--- src/rtl/dmux_pkg.sv ---
// Shared constants and helpers for the stream demultiplexer.
// Imported by the top level and the per-channel holding register.
package dmux_pkg;

    localparam int DMUX_MAX_CH     = 16;
    localparam int DMUX_DATA_W_DEF = 8;

    // Select width needed for n channels, never less than one bit.
    function automatic int clog2_min1(input int n);
        int w;
        w = $clog2(n);
        return (w < 1) ? 1 : w;
    endfunction

endpackage

--- src/rtl/dmux_ch_reg.sv ---
// One-entry valid/ready holding register for a single output channel.
// Pop and refill may happen on the same edge.
module dmux_ch_reg
    import dmux_pkg::*;
#(
    parameter int DATA_W = DMUX_DATA_W_DEF
) (
    input  logic              i_clk,
    input  logic              i_rst_n,
    input  logic              i_load,
    input  logic [DATA_W-1:0] i_data,
    input  logic              i_ready,
    output logic              o_valid,
    output logic [DATA_W-1:0] o_data,
    output logic              o_free
);

    logic              r_valid;
    logic [DATA_W-1:0] r_data;

    // A load wins over a pop, so a same-edge pop/refill keeps valid high.
    always_ff @(posedge i_clk) begin
        if (!i_rst_n) begin
            r_valid <= 1'b0;
            r_data  <= '0;
        end else if (i_load) begin
            r_valid <= 1'b1;
            r_data  <= i_data;
        end else if (i_ready) begin
            r_valid <= 1'b0;
        end
    end

    assign o_valid = r_valid;
    assign o_data  = r_data;
    assign o_free  = ~r_valid | i_ready;

endmodule

--- src/rtl/dmux_stream.sv ---
// Registered 1-to-NUM_CH stream demultiplexer with unicast, broadcast and
// a saturating counter of words dropped for an out-of-range select.
module dmux_stream
    import dmux_pkg::*;
#(
    parameter int DATA_W = DMUX_DATA_W_DEF,
    parameter int NUM_CH = 4,
    parameter int SEL_W  = clog2_min1(NUM_CH),
    parameter int ERR_W  = 8
) (
    input  logic                     i_clk,
    input  logic                     i_rst_n,
    input  logic                     i_en,
    input  logic                     i_s_valid,
    output logic                     o_s_ready,
    input  logic [DATA_W-1:0]        i_s_data,
    input  logic [SEL_W-1:0]         i_s_sel,
    input  logic                     i_s_bcast,
    output logic [NUM_CH-1:0]        o_m_valid,
    input  logic [NUM_CH-1:0]        i_m_ready,
    output logic [NUM_CH*DATA_W-1:0] o_m_data,
    output logic [ERR_W-1:0]         o_err_cnt
);

    logic [NUM_CH-1:0] w_sel_hit;
    logic [NUM_CH-1:0] w_free;
    logic [NUM_CH-1:0] w_load;
    logic              w_sel_bad;
    logic              w_sel_free;
    logic              w_all_free;
    logic              w_s_ready;
    logic              w_accept;
    logic              w_drop;
    logic [ERR_W-1:0]  r_err_cnt;

    // Decoding by equality keeps unused select codes (NUM_CH not a power of two) as "bad".
    always_comb begin
        w_sel_hit = '0;
        for (int k = 0; k < NUM_CH; k++) begin
            w_sel_hit[k] = (i_s_sel == SEL_W'(k));
        end
    end

    assign w_sel_bad  = ~|w_sel_hit;
    assign w_sel_free = |(w_sel_hit & w_free);
    assign w_all_free = &w_free;

    always_comb begin
        w_s_ready = 1'b0;
        if (i_rst_n && i_en) begin
            if (i_s_bcast) begin
                w_s_ready = w_all_free;
            end else if (w_sel_bad) begin
                w_s_ready = 1'b1;
            end else begin
                w_s_ready = w_sel_free;
            end
        end
    end

    assign w_accept = i_s_valid & w_s_ready;
    assign w_drop   = w_accept & ~i_s_bcast & w_sel_bad;

    always_comb begin
        w_load = '0;
        if (w_accept) begin
            w_load = i_s_bcast ? {NUM_CH{1'b1}} : w_sel_hit;
        end
    end

    for (genvar g = 0; g < NUM_CH; g++) begin : g_ch
        dmux_ch_reg #(
            .DATA_W (DATA_W)
        ) u_ch (
            .i_clk   (i_clk),
            .i_rst_n (i_rst_n),
            .i_load  (w_load[g]),
            .i_data  (i_s_data),
            .i_ready (i_m_ready[g]),
            .o_valid (o_m_valid[g]),
            .o_data  (o_m_data[g*DATA_W +: DATA_W]),
            .o_free  (w_free[g])
        );
    end

    // Saturates at all-ones instead of wrapping.
    always_ff @(posedge i_clk) begin
        if (!i_rst_n) begin
            r_err_cnt <= '0;
        end else if (w_drop && (r_err_cnt != {ERR_W{1'b1}})) begin
            r_err_cnt <= r_err_cnt + 1'b1;
        end
    end

    assign o_s_ready = w_s_ready;
    assign o_err_cnt = r_err_cnt;

endmodule

--- config.mk ---
export PLATFORM = sky130hd
export DESIGN_NAME = dmux_stream
export DESIGN_NICKNAME = d
export VERILOG_FILES = /design/src/rtl/dmux_pkg.sv /design/src/rtl/dmux_ch_reg.sv /design/src/rtl/dmux_stream.sv
export SDC_FILE = /design/constraint.sdc
export NUM_CORES = 1
export LEC_CHECK = 0
export CAP_MARGIN = 10
export CORE_MARGIN = 2
export CORE_UTILIZATION = 35
export CTS_CLUSTER_DIAMETER = 40
export DETAILED_ROUTE_END_ITERATION = 6
export DONT_BUFFER_PORTS = 1
export SYNTH_ARGS = -nofsm -noshare
export SYNTH_HDL_FRONTEND = slang
export SYNTH_SLANG_ARGS = --single-unit
--- constraint.sdc ---
create_clock -name i_clk -period 1.9 [get_ports i_clk]
set_input_delay 0.38 -clock i_clk [delete_from_list [all_inputs] [get_ports i_clk]]
set_output_delay 0.38 -clock i_clk [all_outputs]
set_load 0.005 [all_outputs]
==> run_results.csv, run 1 <==
group,metric,value,unit
sta,worst_slack,29.8,ps
clock_network,cts_buffers,5,
pwr,powerDensity,959,nW/um2
status,outcome,"completed",
route,vias_per_cell,4.81,
yosys,synth_cells,163,
clock_network,cts_hold_buf,0,
sta,fmaxAchievable,535,MHz
route,via_count,1096,
yosys,synth_seq_area_share,0.509,
setup_path,path_class,"reg -> out",
global_routing,grt_pass1_wl,5.57,mm
floorplan,die_h,74.3,um
yosys,syn_avg_cell_area,10.6,um2
sta,rsz0062_at_grt,"true",
sta,hold_viol_final,0,
yosys,synth_ff_type,"dfxtp_1",
setup_path,r2r_slack,150,ps
place,placed_cell_area,1800,um2
global_routing,grt_remaining_overflow,0,
yosys,syn_area,1730,um2
clock_network,clk_pin_slew,80,ps
global_routing,antenna_found_initial,0,
route,ant_nets,0,
pwr,leakage,0.909,nW
global_routing,grt_start_max_net_pins,55,
setup_path,cp_data_arrival_time,1490,ps
setup_path,r2r_cells,6,
yosys,yosysMostFrequentCell,"dfxtp_1",
clock_network,root_buffer,"clkbuf_8",
clock_network,clock_latency,290,ps
final_layout,area_growth,12.2,%
place,io_buffers,0,
floorplan,die_w,74.3,um
clock_network,htreeDepth,2,
sta,timing.slew.headroom,0.836,
floorplan,start_util,0.364,
final_layout,fin_nets,180,
yosys,yosys.area.top_type,"dfxtp_1",
setup_path,critPathRequiredTime,1520,ps
sta,setup_viol,0,
place,dpl_worst_slack,135,ps
setup_path,path_max_fanout,3,
sta,fin_crit,1870,ps
run,cap_violations,0,
clock_network,cts_tree,"done",
route,firstDrtPassIters,4,
yosys,ys_async_sr_fraction,0,
setup_path,cp-start-kind,"flip-flop",
route,wire_per_inst,15.8,um
hold_path,min_path_cells,1,
place,hpwlAfterDp,2.59,mm
route,drc,0,
sta,fin_skew,7.77,ps
setup_path,cp-end-kind,"output pin",
sta,fin_crit_sh,0.984,
hold_path,hold_class,"in -> reg",
sta,setup_tns,0,ps
route,wl,3.59,mm
pwr,peakVddDrop,0.000385,V
clock_network,clk_path_buf_depth,2,
floorplan,core,4750,um2
final_layout,drive_gt1_frac,0.161,
clock_network,cts_sinks,44,
yosys,yosysTopAreaCellShare,0.509,
global_routing,grt_usage,0.135,
yosys,ys_seq_elements,44,
yosys,synth_common_cells,"dfxtp_1, nand2_1, mux2i_1",
yosys,ys_top_cells_by_area,"dfxtp_1, mux2i_1, nand2_1",
route,drt_iter0_drc,14,
global_routing,grt_pass1_vias,1094,
final_layout,num_antenna_cells,0,
floorplan,row_count,25,
yosys,ys_warn_count,0,
yosys,synth_edf_count,0,
sta,max_slew.worst_pin.slew,246,ps
floorplan,ios,64,
place,gp_congestion,0.683,
yosys,ys_types,19,
sta,finalMaxSlewViolations,0,
yosys,syn_nets,182,
floorplan,die_area,5520,um2
final_layout,fin_area,1940,um2
## timing repair
action	4_1_cts	5_1_grt
setup endpoints to repair	1	1
setup buffers	1	0
resized for setup	3	2
## where the power goes
part	leakage (nW)	internal [mW]	switching [mW]	total [mW]
clock network	0.0642	0.517	0.297	0.814
logic	0.487	0.0456	0.0420	0.0876
registers	0.358	0.942	0.0174	0.959
total	0.909	1.50	0.356	1.86
## kinds of logic after synthesis
logic type,synth area share
and+or+nand+nor,0.164
muxes,0.198
DFF,0.509
buffers and inverters,0.0586
AOI/OAI and AO/OA,0.0702
## area by class of cell
class | count | area (um2)
fillers | 485 | 2820
flip-flops and latches | 44 | 888
multi-input cells | 104 | 747
repair buffers | 5 | 87.6
well taps | 67 | 83.8
clock buffers | 5 | 68.8
clock inverters | 2 | 60.1
inverters | 1 | 3.75
## layer usage
| metal | wire, um | track usage | up-vias |
|---|---|---|---|
| li1 | - | - | 533 |
| met1 | 1410 | 0.154 | 512 |
| met2 | 1760 | 0.219 | 45 |
| met3 | 371 | 0.0664 | 6 |
| met4 | 51 | 0.0536 | 0 |
| met5 | 0 | 0 | - |
## registers in the layout, indices dropped and copies added, names as in the netlist
signal / cells
g_ch.u_ch.o_data: 32
o_err_cnt: 8
g_ch.u_ch.o_valid: 4
## cells in the final DEF (no fill, tap or decap), drive strengths merged, types with 2 or more instances in the layout
| cell type | n |
|---|---|
| and2 | 8 |
| mux2i | 32 |
| buf | 5 |
| dfxtp | 44 |
| bufinv | 2 |
| clkbuf | 5 |
| a21boi | 4 |
| o211ai | 4 |
| nand2b | 6 |
| a21oi | 4 |
| nand2 | 40 |
## through the flow
stage | power (mW) | util | hold WS [ps] | instances
3_5_place_dp | 1.07 | 0.378 | 474 | 220
4_1_cts | 1.90 | 0.407 | 209 | 228
5_1_grt | 1.94 | 0.408 | 204 | 228
6_report | 1.86 | 0.408 | 223 | 228
2_1_floorplan | 1.06 | - | 455 | 163
3_3_place_gp | 1.07 | 0.378 | 468 | 220
## worst paths after layout
path / from / to
worst max-delay path: g_ch[3].u_ch.o_valid / o_s_ready
worst max register to register: g_ch[3].u_ch.o_valid / g_ch[3].u_ch.o_data[0]
worst min register to register: g_ch[1].u_ch.o_data[7] / g_ch[1].u_ch.o_data[7]
worst min-delay path: i_rst_n / o_err_cnt[1]
## worst max-delay path, stage by stage (launching register included)
cell	delay, ps
dfxtp_4	370
nand2b_4	60
mux4_2	500
o2111a_1	280
(Power assumes the default switching activity.)
==> inputs of run 2 (changes only) <==
Settings changed: CORE_ASPECT_RATIO set to 0.7.
==> run 2 against run 1 <==
Effect of this change: maximum frequency decreased by 0.12%; critical path depth unchanged; first-iteration DRC count is 29% higher; die area up 0.15%; register-to-register slack is essentially flat; cell count increased by 1.8%; global-route usage up 1.1 points; critical path type unchanged.
==> run_results.csv, run 2 (synthesized netlist as in run 1, its figures left out) <==
group,metric,value,unit
clock_network,clk_path_buf_depth,2,
floorplan,ios,64,
floorplan,die_area,5530,um2
sta,setup_viol,0,
global_routing,grt_pass1_vias,1284,
global_routing,grt_pass1_wl,6.15,mm
place,placed_cell_area,1810,um2
sta,finalMaxSlewViolations,0,
setup_path,critPathRequiredTime,1520,ps
hold_path,hp-start,"i_rst_n",
route,firstDrtPassIters,4,
setup_path,critPathSlowestCell,"mux4_2",
pwr,powerDensity,918,nW/um2
floorplan,start_util,0.364,
floorplan,core,4760,um2
hold_path,hold_end,"o_err_cnt[2]",
setup_path,path_max_fanout,3,
global_routing,antenna_found_initial,0,
setup_path,r2r_slack,150,ps
hold_path,hold_class,"in -> reg",
clock_network,cts_buffers,5,
floorplan,row_count,21,
sta,setup_tns,0,ps
route,wire_per_inst,16.0,um
hold_path,min_path_cells,1,
final_layout,num_antenna_cells,0,
clock_network,clock_latency,300,ps
global_routing,grt_start_max_net_pins,55,
setup_path,reg2reg_from,"g_ch[3].u_ch.o_valid",
sta,max_slew.worst_pin.slew,259,ps
final_layout,fin_nets,181,
sta,fin_crit,1870,ps
final_layout,area_growth,11.9,%
floorplan,die_h,62.8,um
route,wl,3.71,mm
place,gp_congestion,0.735,
final_layout,drive_gt1_frac,0.172,
clock_network,root_buffer,"clkbuf_8",
status,outcome,"completed",
sta,rsz0062_at_grt,"true",
pwr,leakage,0.904,nW
sta,timing.slew.headroom,0.827,
final_layout,instances_no_fill,232,
setup_path,cp_data_arrival_time,1490,ps
route,drt_iter0_drc,18,
sta,fin_crit_sh,0.986,
setup_path,crit_chain,"nand2b_4 -> mux4_2 -> o2111a_1",
clock_network,cts_sinks,44,
clock_network,clk_pin_slew,90,ps
clock_network,cts_hold_buf,0,
route,drc,0,
setup_path,path_class,"reg -> out",
sta,fmaxAchievable,534,MHz
route,vias_per_cell,4.96,
final_layout,nFillCells,455,
final_layout,fin_area,1940,um2
global_routing,grt_remaining_overflow,0,
clock_network,htreeDepth,2,
place,hpwlAfterDp,2.69,mm
pwr,peakVddDrop,0.000343,V
clock_network,cts_tree,"done",
route,ant_nets,0,
place,dpl.cell_count,223,
setup_path,cp-start-kind,"flip-flop",
run,cap_violations,0,
place,io_buffers,0,
setup_path,r2r_cells,6,
route,via_count,1150,
sta,fin_skew,9.54,ps
setup_path,regToRegEndpoint,"g_ch[2].u_ch.o_data[0]",
setup_path,slowest_delay,500,ps
sta,hold_viol_final,0,
global_routing,grt_usage,0.146,
final_layout,final_cell_mix,"nand2_1, dfxtp_1, mux2i_1",
final_layout,largest_register_ffs,32,
setup_path,cp-end-kind,"output pin",
floorplan,die_w,88.0,um
-- run 2: area by class of cell --
class                           count  area (um2)  share of cell area
Sequential cell                    44         888               0.459
Multi-Input combinational cell    104         747               0.386
Timing Repair Buffer                6        95.1              0.0491
Tap cell                           69        86.3              0.0446
Clock buffer                        5        68.8              0.0356
Clock inverter                      3        46.3              0.0239
Inverter                            1        3.75             0.00194
-- run 2: worst max-delay path: cells and delay by family (launching register included) --
kind | cells | cell delay, ps
DFF | 1 | 370
AOI/OAI and AO/OA | 1 | 270
and+or+nand+nor | 1 | 60
muxes | 1 | 500
-- run 2: repair_timing --
action                                  in CTS  in global routing
endpoints found under the setup margin       1                  1
gates cloned                                 0                  0
buffers inserted                             1                  0
gates resized for setup                      4                  1
hold endpoints to repair                     0                  0
-- run 2: where the power goes --
group	leakage, nW	internal [mW]	switching (mW)
sequential	0.358	0.942	0.0172
clock	0.0548	0.396	0.332
combinational	0.491	0.0464	0.0427
-- run 2: worst max path at each step --
stage | startpoint | cells past startpoint | endpoint | slack (ps)
after global placement | i_m_ready[3] | 3 | o_s_ready | 180
final | g_ch[3].u_ch.o_valid | 3 | o_s_ready | 30
after detailed placement | i_m_ready[3] | 5 | g_ch[3].u_ch.o_data[2] | 140
after global routing | g_ch[3].u_ch.o_valid | 3 | o_s_ready | -8
after CTS | g_ch[3].u_ch.o_valid | 3 | o_s_ready | 9
after floorplan | i_m_ready[3] | 3 | o_s_ready | 220
-- run 2: per-stage QoR --
| stage | utilization | setup WS, ps | total power [mW] | hold slack (ps) |
|---|---|---|---|---|
| floorplan | - | 217 | 1.06 | 455 |
| global placement | 0.380 | 180 | 1.07 | 469 |
| detailed placement | 0.380 | 138 | 1.07 | 472 |
| CTS | 0.406 | 9.42 | 1.80 | 205 |
| global route | 0.407 | -8.01 | 1.85 | 192 |
| finish | 0.407 | 27.5 | 1.78 | 223 |
-- run 2: per-layer routing --
metal | routed length [um] | global-route usage | up-vias
li1 | - | - | 535
met2 | 1840 | 0.256 | 37
met5 | 0 | 0 | -
met1 | 1560 | 0.157 | 573
met4 | 44 | 0.0568 | 0
met3 | 266 | 0.0568 | 5
